[src/rtl/shared_pkg.sv]
// Shared types and defaults for the FIFO read-side drain path.
package shared_pkg;

    localparam int FIFO_WIDTH_DEF = 16;

    // Encoding equals occupancy so the state doubles as the occ count.
    typedef enum logic [1:0] {
        EMPTY = 2'd0,
        ONE   = 2'd1,
        TWO   = 2'd2
    } buf_state_e;

endpackage

[src/rtl/skid_buf2.sv]
// Two-entry register FIFO; head entry is always presented on head_dat_o.
// Latency: a push is visible at the head the cycle after the edge that writes it.
// Backpressure: caller must not push when full; pop while empty is ignored.
module skid_buf2
    import shared_pkg::*;
#(
    parameter int W = FIFO_WIDTH_DEF
) (
    input  logic         clk,
    input  logic         rst_n,
    input  logic         push_i,
    input  logic [W-1:0] push_dat_i,
    input  logic         pop_i,
    output logic [W-1:0] head_dat_o,
    output buf_state_e   state_o,
    output logic [1:0]   occ_o
);

    buf_state_e   state_q, state_d;
    logic [W-1:0] slot0_q, slot0_d;
    logic [W-1:0] slot1_q, slot1_d;

    always_ff @(posedge clk or negedge rst_n) begin
        if (!rst_n) begin
            state_q <= EMPTY;
            slot0_q <= '0;
            slot1_q <= '0;
        end else begin
            state_q <= state_d;
            slot0_q <= slot0_d;
            slot1_q <= slot1_d;
        end
    end

    // slot0 is the head; on a pop the second slot shifts forward.
    always_comb begin
        state_d = state_q;
        slot0_d = slot0_q;
        slot1_d = slot1_q;
        case (state_q)
            EMPTY: begin
                if (push_i) begin
                    slot0_d = push_dat_i;
                    state_d = ONE;
                end
            end
            ONE: begin
                case ({push_i, pop_i})
                    2'b10: begin
                        slot1_d = push_dat_i;
                        state_d = TWO;
                    end
                    2'b01: state_d = EMPTY;
                    2'b11: slot0_d = push_dat_i;
                    default: ;
                endcase
            end
            TWO: begin
                if (pop_i) begin
                    slot0_d = slot1_q;
                    if (push_i) slot1_d = push_dat_i;
                    else        state_d = ONE;
                end
            end
            default: state_d = EMPTY;
        endcase
    end

    assign head_dat_o = slot0_q;
    assign state_o    = state_q;
    assign occ_o      = state_q;

endmodule

[src/rtl/fifo_rd_stream.sv]
// Drains a synchronous FIFO onto a valid/ready stream via a 2-entry buffer.
// Latency: 2 cycles from first fifo_rd_en to m_valid; 1 word/cycle sustained.
// Backpressure: reads stop once buffered plus in-flight words would exceed 2.
module fifo_rd_stream
    import shared_pkg::*;
#(
    parameter int FIFO_WIDTH = FIFO_WIDTH_DEF,
    parameter int CNT_WIDTH  = 32
) (
    input  logic                  clk,
    input  logic                  rst_n,
    input  logic                  fifo_empty,
    input  logic                  fifo_underflow,
    input  logic [FIFO_WIDTH-1:0] fifo_data_out,
    output logic                  fifo_rd_en,
    output logic                  m_valid,
    input  logic                  m_ready,
    output logic [FIFO_WIDTH-1:0] m_data,
    output logic [CNT_WIDTH-1:0]  words_out,
    output logic                  underflow_err
);

    logic                 inflight_q;
    logic [CNT_WIDTH-1:0] words_out_q;
    logic                 underflow_err_q;
    logic                 pop;
    logic [1:0]           occ;
    logic [2:0]           level;
    buf_state_e           buf_state;

    assign pop = m_valid && m_ready;

    // Projected occupancy after this cycle; pop never exceeds occ so no underflow.
    assign level      = {1'b0, occ} + {2'b00, inflight_q} - {2'b00, pop};
    assign fifo_rd_en = rst_n && !fifo_empty && (level < 3'd2);

    always_ff @(posedge clk or negedge rst_n) begin
        if (!rst_n) begin
            inflight_q      <= 1'b0;
            words_out_q     <= '0;
            underflow_err_q <= 1'b0;
        end else begin
            inflight_q      <= fifo_rd_en;
            words_out_q     <= words_out_q + {{(CNT_WIDTH-1){1'b0}}, pop};
            underflow_err_q <= underflow_err_q | fifo_underflow;
        end
    end

    skid_buf2 #(.W(FIFO_WIDTH)) u_buf (
        .clk        (clk),
        .rst_n      (rst_n),
        .push_i     (inflight_q),
        .push_dat_i (fifo_data_out),
        .pop_i      (pop),
        .head_dat_o (m_data),
        .state_o    (buf_state),
        .occ_o      (occ)
    );

    assign m_valid       = (buf_state != EMPTY);
    assign words_out     = words_out_q;
    assign underflow_err = underflow_err_q;

endmodule
[config.mk]
export PLATFORM = sky130hd
export DESIGN_NAME = fifo_rd_stream
export DESIGN_NICKNAME = d
export VERILOG_FILES = /design/src/rtl/shared_pkg.sv /design/src/rtl/skid_buf2.sv /design/src/rtl/fifo_rd_stream.sv
export SDC_FILE = /design/constraint.sdc
export NUM_CORES = 1
export LEC_CHECK = 0
export BUFFER_PORTS_ARGS = -buffer_cell sky130_fd_sc_hd__buf_2
export CORE_MARGIN = 1
export CORE_UTILIZATION = 40
export DETAILED_ROUTE_END_ITERATION = 10
export GPL_TIMING_DRIVEN = 0
export SETUP_SLACK_MARGIN = 0.05
export SLEW_MARGIN = 20
export SYNTH_ARGS = -nofsm -noshare
export SYNTH_HDL_FRONTEND = slang
export SYNTH_HIERARCHICAL = 1
export SYNTH_SLANG_ARGS = --single-unit
export TNS_END_PERCENT = 20
[constraint.sdc]
create_clock -name clk -period 3.35 [get_ports clk]
set_input_delay 0.335 -clock clk [delete_from_list [all_inputs] [get_ports clk]]
set_output_delay 0.335 -clock clk [all_outputs]
set_load 0.1 [all_outputs]
==> results.yml, run 1 <==
sta:
  finClkSkew_ns: 0.007935
  finalHoldViolCount: 0
  relSlewSlack_pct: 67.72
  fin_crit_sh_pct: 94.72
  hold-worst-slack_ns: 0.1919
  fmax_ghz: 0.3152
  rsz0062_at_grt: "false"
  fin_crit_ns: 3.173
  maxSlewViolCount: 0
  final-setup-viol-count: 0
  worst_slew_pin_slew_ns: 0.4748
  worst_slack_ns: 0.1769
  fin_tns_setup_ns: 0
placed_design:
  port_buffers: 71
  dp_hpwl_mm: 4.170
  pre_cts_slack_ns: 0.2997
  gp_congestion: 0.7062
drt:
  dr.pass1.iters: 4
  vias: 2143
  drt_wl_total_mm: 5.978
  wl_met1_mm: 2.756
  wl_met2_mm: 2.858
  highest_layer: "met4"
  drt-initial-drc-count: 60
  viasPerCell: 5.066
  wl_per_cell_um: 14.13
  antenna_left: 0
  drc: 0
  met3_length_um: 253
grt:
  antenna_found_initial: 0
  grt_pass1_vias: 2164
  grt_max_degree: 54
  grt_overflow: 0
  grt_pass1_wl_mm: 10.41
  gr-usage-all-layers_pct: 16.13
synthesis:
  synth_seq_cells: 68
  synth_top_cell_by_area: "dfrtp_1"
  synth_top_area_share_pct: 54.77
  syn_area_um2: 3107
  yosysUniqueCellTypes: 37
  synthTopCellsByArea: "dfrtp_1, xnor2_1, o32a_1, mux2_4, o21a_1"
  syn-mean-instance-area_um2: 13.16
  syn_nets: 264
  yosysSeqAreaShare_pct: 54.77
  yosysWarnings: 6
  synth_cells: 236
worst_hold_path:
  min_from: "fifo_empty"
  worstHoldPathCells: 2
  hold_path_class: "primary input to flip-flop"
  worstHoldEndpoint: "inflight_q$_DFF_PN0_"
final_layout:
  n_antenna_cell: 0
  fin_util_pct: 52.09
  area_growth_pct: 23.56
  layout_commonest_cell: "buf_2"
  drive_gt1_share_pct: 37.35
  nets: 348
  mostFrequentLayoutCells: "buf_2, dfrtp_1, xnor2_1, o32a_1, o21a_1"
worst_setup_path:
  reg2reg_depth: 8
  reg2reg_slack_ns: 0.96
  critical_path_required_ns: 3.01
  start_kind: "flip-flop"
  cp_max_fo: 7
  worstSetupPathType: "flip-flop to output port"
  crit_arrival_ns: 2.84
  critPathCaptureType: "output port"
  r2r-start: "u_buf/occ_o[0]$_DFFE_PN0P_"
  r2r_end: "inflight_q$_DFF_PN0_"
clocking:
  cts_root_buf: "clkbuf_8"
  post_cts_buffers: 0
  htreeDepth: 3
  cts_tree: "done"
  numCtsBuffers: 9
  clockBufferDepth: 2
  clock_latency_ns: 0.33
  clk_pin_slew_ns: 0.07
  clock-sinks: 68
power:
  clockPowerShare_pct: 17.0
  seqPwrFrac_pct: 33.8
  irDropWorstVdd_uv: 751.4
  p_int_mw: 1.843
  power_frac_comb_pct: 49.2
  report.power.total_mw: 3.604
  power_density_nw_per_um2: 938.9
  netSwitchingFraction_pct: 48.87
  power.leakage_nw: 1.854
  p_sw_mw: 1.762
die:
  rows: 31
  dieArea_um2: 8123
  start_util_pct: 42.16
  die_w_um: 90.13
  die-height_um: 90.13
  boundaryPins: 72
  coreArea_um2: 7370
run_status:
  status: "completed"
job:
  drv_cap: 0
==> layout make-up <==
type,instances,area [um^2]
Sequential cell,68,1704
Clock inverter,2,10.01
Buffer,10,67.56
Timing Repair Buffer,73,410.4
Multi-Input combinational cell,153,1335
Clock buffer,13,168.9
Tap cell,99,123.9
Inverter,5,18.77
Fill cell,685,3531
==> power groups by stage <==
stage | logic, mW | registers [mW] | clock network [mW]
after global placement | 1.75 | 1.23 | 0
final | 1.77 | 1.22 | 0.613
after CTS | 1.78 | 1.22 | 0.638
after global routing | 1.86 | 1.25 | 0.669
after detailed placement | 1.78 | 1.23 | 0
after floorplan | 0.579 | 2.12 | 0
==> critical path: stages (launching register included) <==
cell	delay (ns)
dfrtp_2	0.47
buf_4	0.15
or2_4	0.24
and2_4	0.17
ha_1	0.29
nand2b_1	0.16
fa_1	0.38
xor2_1	0.20
nor3_4	0.24
buf_12	0.21
==> worst max path at each step <==
| stage | from | to | slack [ns] |
|---|---|---|---|
| floorplan | u_buf/occ_o[0]$_DFFE_PN0P_ | fifo_rd_en | 0.06 |
| global placement | u_buf/occ_o[0]$_DFFE_PN0P_ | fifo_rd_en | 0.34 |
| detailed placement | u_buf/occ_o[0]$_DFFE_PN0P_ | fifo_rd_en | 0.30 |
| CTS | u_buf/occ_o[0]$_DFFE_PN0P_ | fifo_rd_en | 0.1 |
| global route | u_buf/occ_o[0]$_DFFE_PN0P_ | fifo_rd_en | 0.05 |
| finish | u_buf/occ_o[0]$_DFFE_PN0P_ | fifo_rd_en | 0.18 |
==> cells in the mapped netlist <==
cell type	count
dfrtp_1	68
xnor2_1	23
o21a_1	16
o32a_1	16
nand3_1	13
nand4_1	11
mux2_4	10
nand2_1	9
xor2_1	8
ha_1	6
mux2_1	6
nor2_1	6
inv_1	5
buf_2	3
buf_4	3
nand2b_1	3
nor3_1	3
and3_1	2
and4_1	2
buf_6	2
clkbuf_1	2
nor3_2	2
o32ai_1	2
or2_2	2
and2_1	1
fa_1	1
mux2i_1	1
mux2i_2	1
nand3_2	1
nand3b_4	1
nand4_2	1
nand4_4	1
nor2_2	1
nor2_4	1
nor4_4	1
o21ai_2	1
o22a_1	1
==> per-layer routing <==
metal / up-vias / GRT usage [%]
li1: 1029 / -
met1: 1048 / 20.92
met2: 57 / 25.57
met3: 9 / 3.384
met4: 0 / 8.065
met5: - / 0
==> flip-flops by register name, summed over array words and instances (netlist names) <==
| signal | count |
|---|---|
| underflow_err | 1 |
| u_buf/slot1_q | 16 |
| u_buf/occ_o | 2 |
| words_out | 32 |
| u_buf/head_dat_o | 16 |
| inflight_q | 1 |
==> what timing repair did <==
item                       CTS  global route
setup endpoints to repair    1             1
pin swaps                    0             1
hold endpoints to repair    16             0
gates resized for setup      2             2
hold buffers                 1             0
==> kinds of logic after synthesis <==
family	count (synthesis)	synth area share (%)
buf+inv	15	2.779
flops	68	54.77
compound gates	36	10.15
fa+ha+maj	7	3.061
simple gates	61	12.73
xor+xnor	31	8.739
mux	18	7.772
==> stage by stage <==
step | std cells | cell area [um^2]
after floorplan | 236 | 3126
after global placement | 406 | 3605
after detailed placement | 407 | 3635
after CTS | 423 | 3830
after global routing | 423 | 3839
final | 423 | 3839
(Power assumes the default switching activity.)
==> run 2: changes to the inputs <==
--- a/config.mk
+++ b/config.mk
@@ -5,6 +5,7 @@
 export SDC_FILE = /design/constraint.sdc
 export NUM_CORES = 1
 export LEC_CHECK = 0
+export ABC_AREA = 1
 export BUFFER_PORTS_ARGS = -buffer_cell sky130_fd_sc_hd__buf_2
 export CORE_MARGIN = 1
 export CORE_UTILIZATION = 40
==> results.yml, run 2 <==
synthesis:
  syn_nets: 482
  syn-mean-instance-area_um2: 8.180
  synth_common_cells: "nand2_1, dfrtp_1, nand3_1, nor2_1"
  synthFlopType: "dfrtp_1"
  yosysMostFrequentCell: "nand2_1"
  synth_cells: 454
  yosysUniqueCellTypes: 28
  syn_area_um2: 3714
  synth_top_area_share_pct: 45.82
  synth_seq_cells: 68
  yosysWarnings: 6
  synthTopCellsByArea: "dfrtp_1, nand2_1, nand3_1, nand2_2, nor2_1"
  synth-edff-count: 0
  async_flop_share_pct: 100.0
  synth_top_cell_by_area: "dfrtp_1"
  yosysSeqAreaShare_pct: 45.82
worst_setup_path:
  reg2reg_slack_ns: 1.11
  cp_common_cell: "nand2_1"
  worstSetupPathType: "flip-flop to output port"
  endpoint: "fifo_rd_en"
  critical_path_required_ns: 3.01
  worst-path-stages: 9
  worstPathCellList: "buf_4 > o21a_1 > ha_1 > inv_1 > nand2_1 > fa_1 > nand2_1 > nor3_2 > buf_6"
  start_kind: "flip-flop"
  r2r_end: "inflight_q$_DFF_PN0_"
  r2r-start: "u_buf/occ_o[1]$_DFFE_PN0P_"
  critPathCaptureType: "output port"
  cp_max_fo: 7
  reg2reg_depth: 8
  slowest_delay_ns: 0.49
  path_buf_inv: 3
  crit_arrival_ns: 2.75
  crit_path_top_delay_cell: "fa_1"
  worstSetupStartpoint: "u_buf/occ_o[1]$_DFFE_PN0P_"
  cpLargestDelayFamily: "adder cells"
final_layout:
  layout_commonest_cell: "nand2_1"
  n_antenna_cell: 0
  drive_gt1_share_pct: 28.73
  fin_util_pct: 50.27
  mostFrequentLayoutCells: "nand2_1, buf_2, dfrtp_1, nand3_1, nor2_1"
  filler_cell_count: 868
  area_growth_pct: 19.78
  largest_reg_flops: 32
  nets: 566
drt:
  dr.pass1.iters: 9
  highest_layer: "met4"
  drc: 2
  vias: 3136
  viasPerCell: 4.817
  wl_met1_mm: 3.888
  wl_per_cell_um: 12.75
  wl_met2_mm: 3.873
  drt-initial-drc-count: 93
  met3_length_um: 412
  drt_wl_total_mm: 8.301
  antenna_left: 0
power:
  power.leakage_nw: 2.375
  report.power.total_mw: 3.761
  irDropWorstVdd_uv: 519.5
  power_density_nw_per_um2: 845.6
grt:
  grt_max_degree: 37
  gr-usage-all-layers_pct: 19.16
  grt_pass1_vias: 3153
  grt_pass1_wl_mm: 14.66
  antenna_found_initial: 0
  grt_overflow: 0
clocking:
  clock_latency_ns: 0.35
  cts_tree: "done"
  clockBufferDepth: 2
  clk_pin_slew_ns: 0.07
  htreeDepth: 3
  cts_root_buf: "clkbuf_8"
  numCtsBuffers: 9
  clock-sinks: 68
sta:
  relSlewSlack_pct: 66.78
  finalHoldViolCount: 0
  fin_crit_sh_pct: 91.95
  fin_crit_ns: 3.080
  finClkSkew_ns: 0.01141
  maxSlewViolCount: 0
  rsz0062_at_grt: "false"
  final-setup-viol-count: 0
  worst_slew_pin_slew_ns: 0.5017
  fmax_ghz: 0.3246
  worst_slack_ns: 0.2696
  fin_tns_setup_ns: 0
run_status:
  status: "finished with violations"
  violations: "DRC"
die:
  boundaryPins: 72
  start_util_pct: 41.97
  dieArea_um2: 9674
  die_w_um: 98.36
  die-height_um: 98.36
  coreArea_um2: 8848
  rows: 34
placed_design:
  port_buffers: 71
  pre_cts_slack_ns: 0.3838
  dp_hpwl_mm: 6.141
  gp_congestion: 0.8421
worst_hold_path:
  min_from: "fifo_empty"
  hold_path_class: "primary input to flip-flop"
  worstHoldPathCells: 2
job:
  drv_cap: 0
run 2: per-layer routing:
layer,global-route usage (%),vias up
met5,0,-
met4,6.200,0
met3,4.653,10
met2,31.42,79
met1,24.95,1456
li1,-,1591
run 2: cell families after synthesis:
kind of cell	count (synthesis)	share of synthesized area (%)
fa+ha+maj	7	2.561
compound gates	2	0.3369
simple gates	321	41.41
xor+xnor	16	3.773
buf+inv	40	6.098
flops	68	45.82
run 2: repair_timing:
action,4_1_cts,5_1_grt
resized for setup,1,2
gates cloned,0,0
endpoints found under the setup margin,1,1
endpoints found under the hold margin,32,0
hold buffers,1,0
buffers inserted,0,0
run 2: per-stage QoR:
step	std cells	hold WS (ns)	instance area, um^2
detailed placement	634	0.3163	4232
CTS	651	0.1430	4443
global placement	633	0.4457	4209
global route	651	0.1481	4448
finish	651	0.1637	4448
floorplan	454	0.03941	3719
run 2: worst min path at each step:
stage / end / slack [ns]
after CTS: inflight_q$_DFF_PN0_ / 0.14
after global routing: inflight_q$_DFF_PN0_ / 0.15
final: inflight_q$_DFF_PN0_ / 0.16
after global placement: underflow_err$_DFF_PN0_ / 0.45
after detailed placement: words_out[7]$_DFF_PN0_ / 0.32
after floorplan: inflight_q$_DFF_PN0_ / 0.04
run 2: final cells by class:
cell class / count / area [um^2] / share of cell area (%)
flip-flops and latches: 68 / 1703 / 38.28
well taps: 108 / 135.1 / 3.038
repair buffers: 73 / 394.1 / 8.861
multi-input cells: 346 / 1790 / 40.25
clock buffers: 9 / 123.9 / 2.785
plain buffers: 13 / 125.1 / 2.813
inverters: 27 / 101.3 / 2.278
clock inverters: 7 / 75.07 / 1.688
run 2: report_power, final:
| group | total (mW) | internal, mW | switching (mW) |
|---|---|---|---|
| clock | 0.681 | 0.347 | 0.334 |
| sequential | 1.18 | 1.04 | 0.146 |
| combinational | 1.90 | 0.423 | 1.47 |
| total | 3.76 | 1.81 | 1.95 |
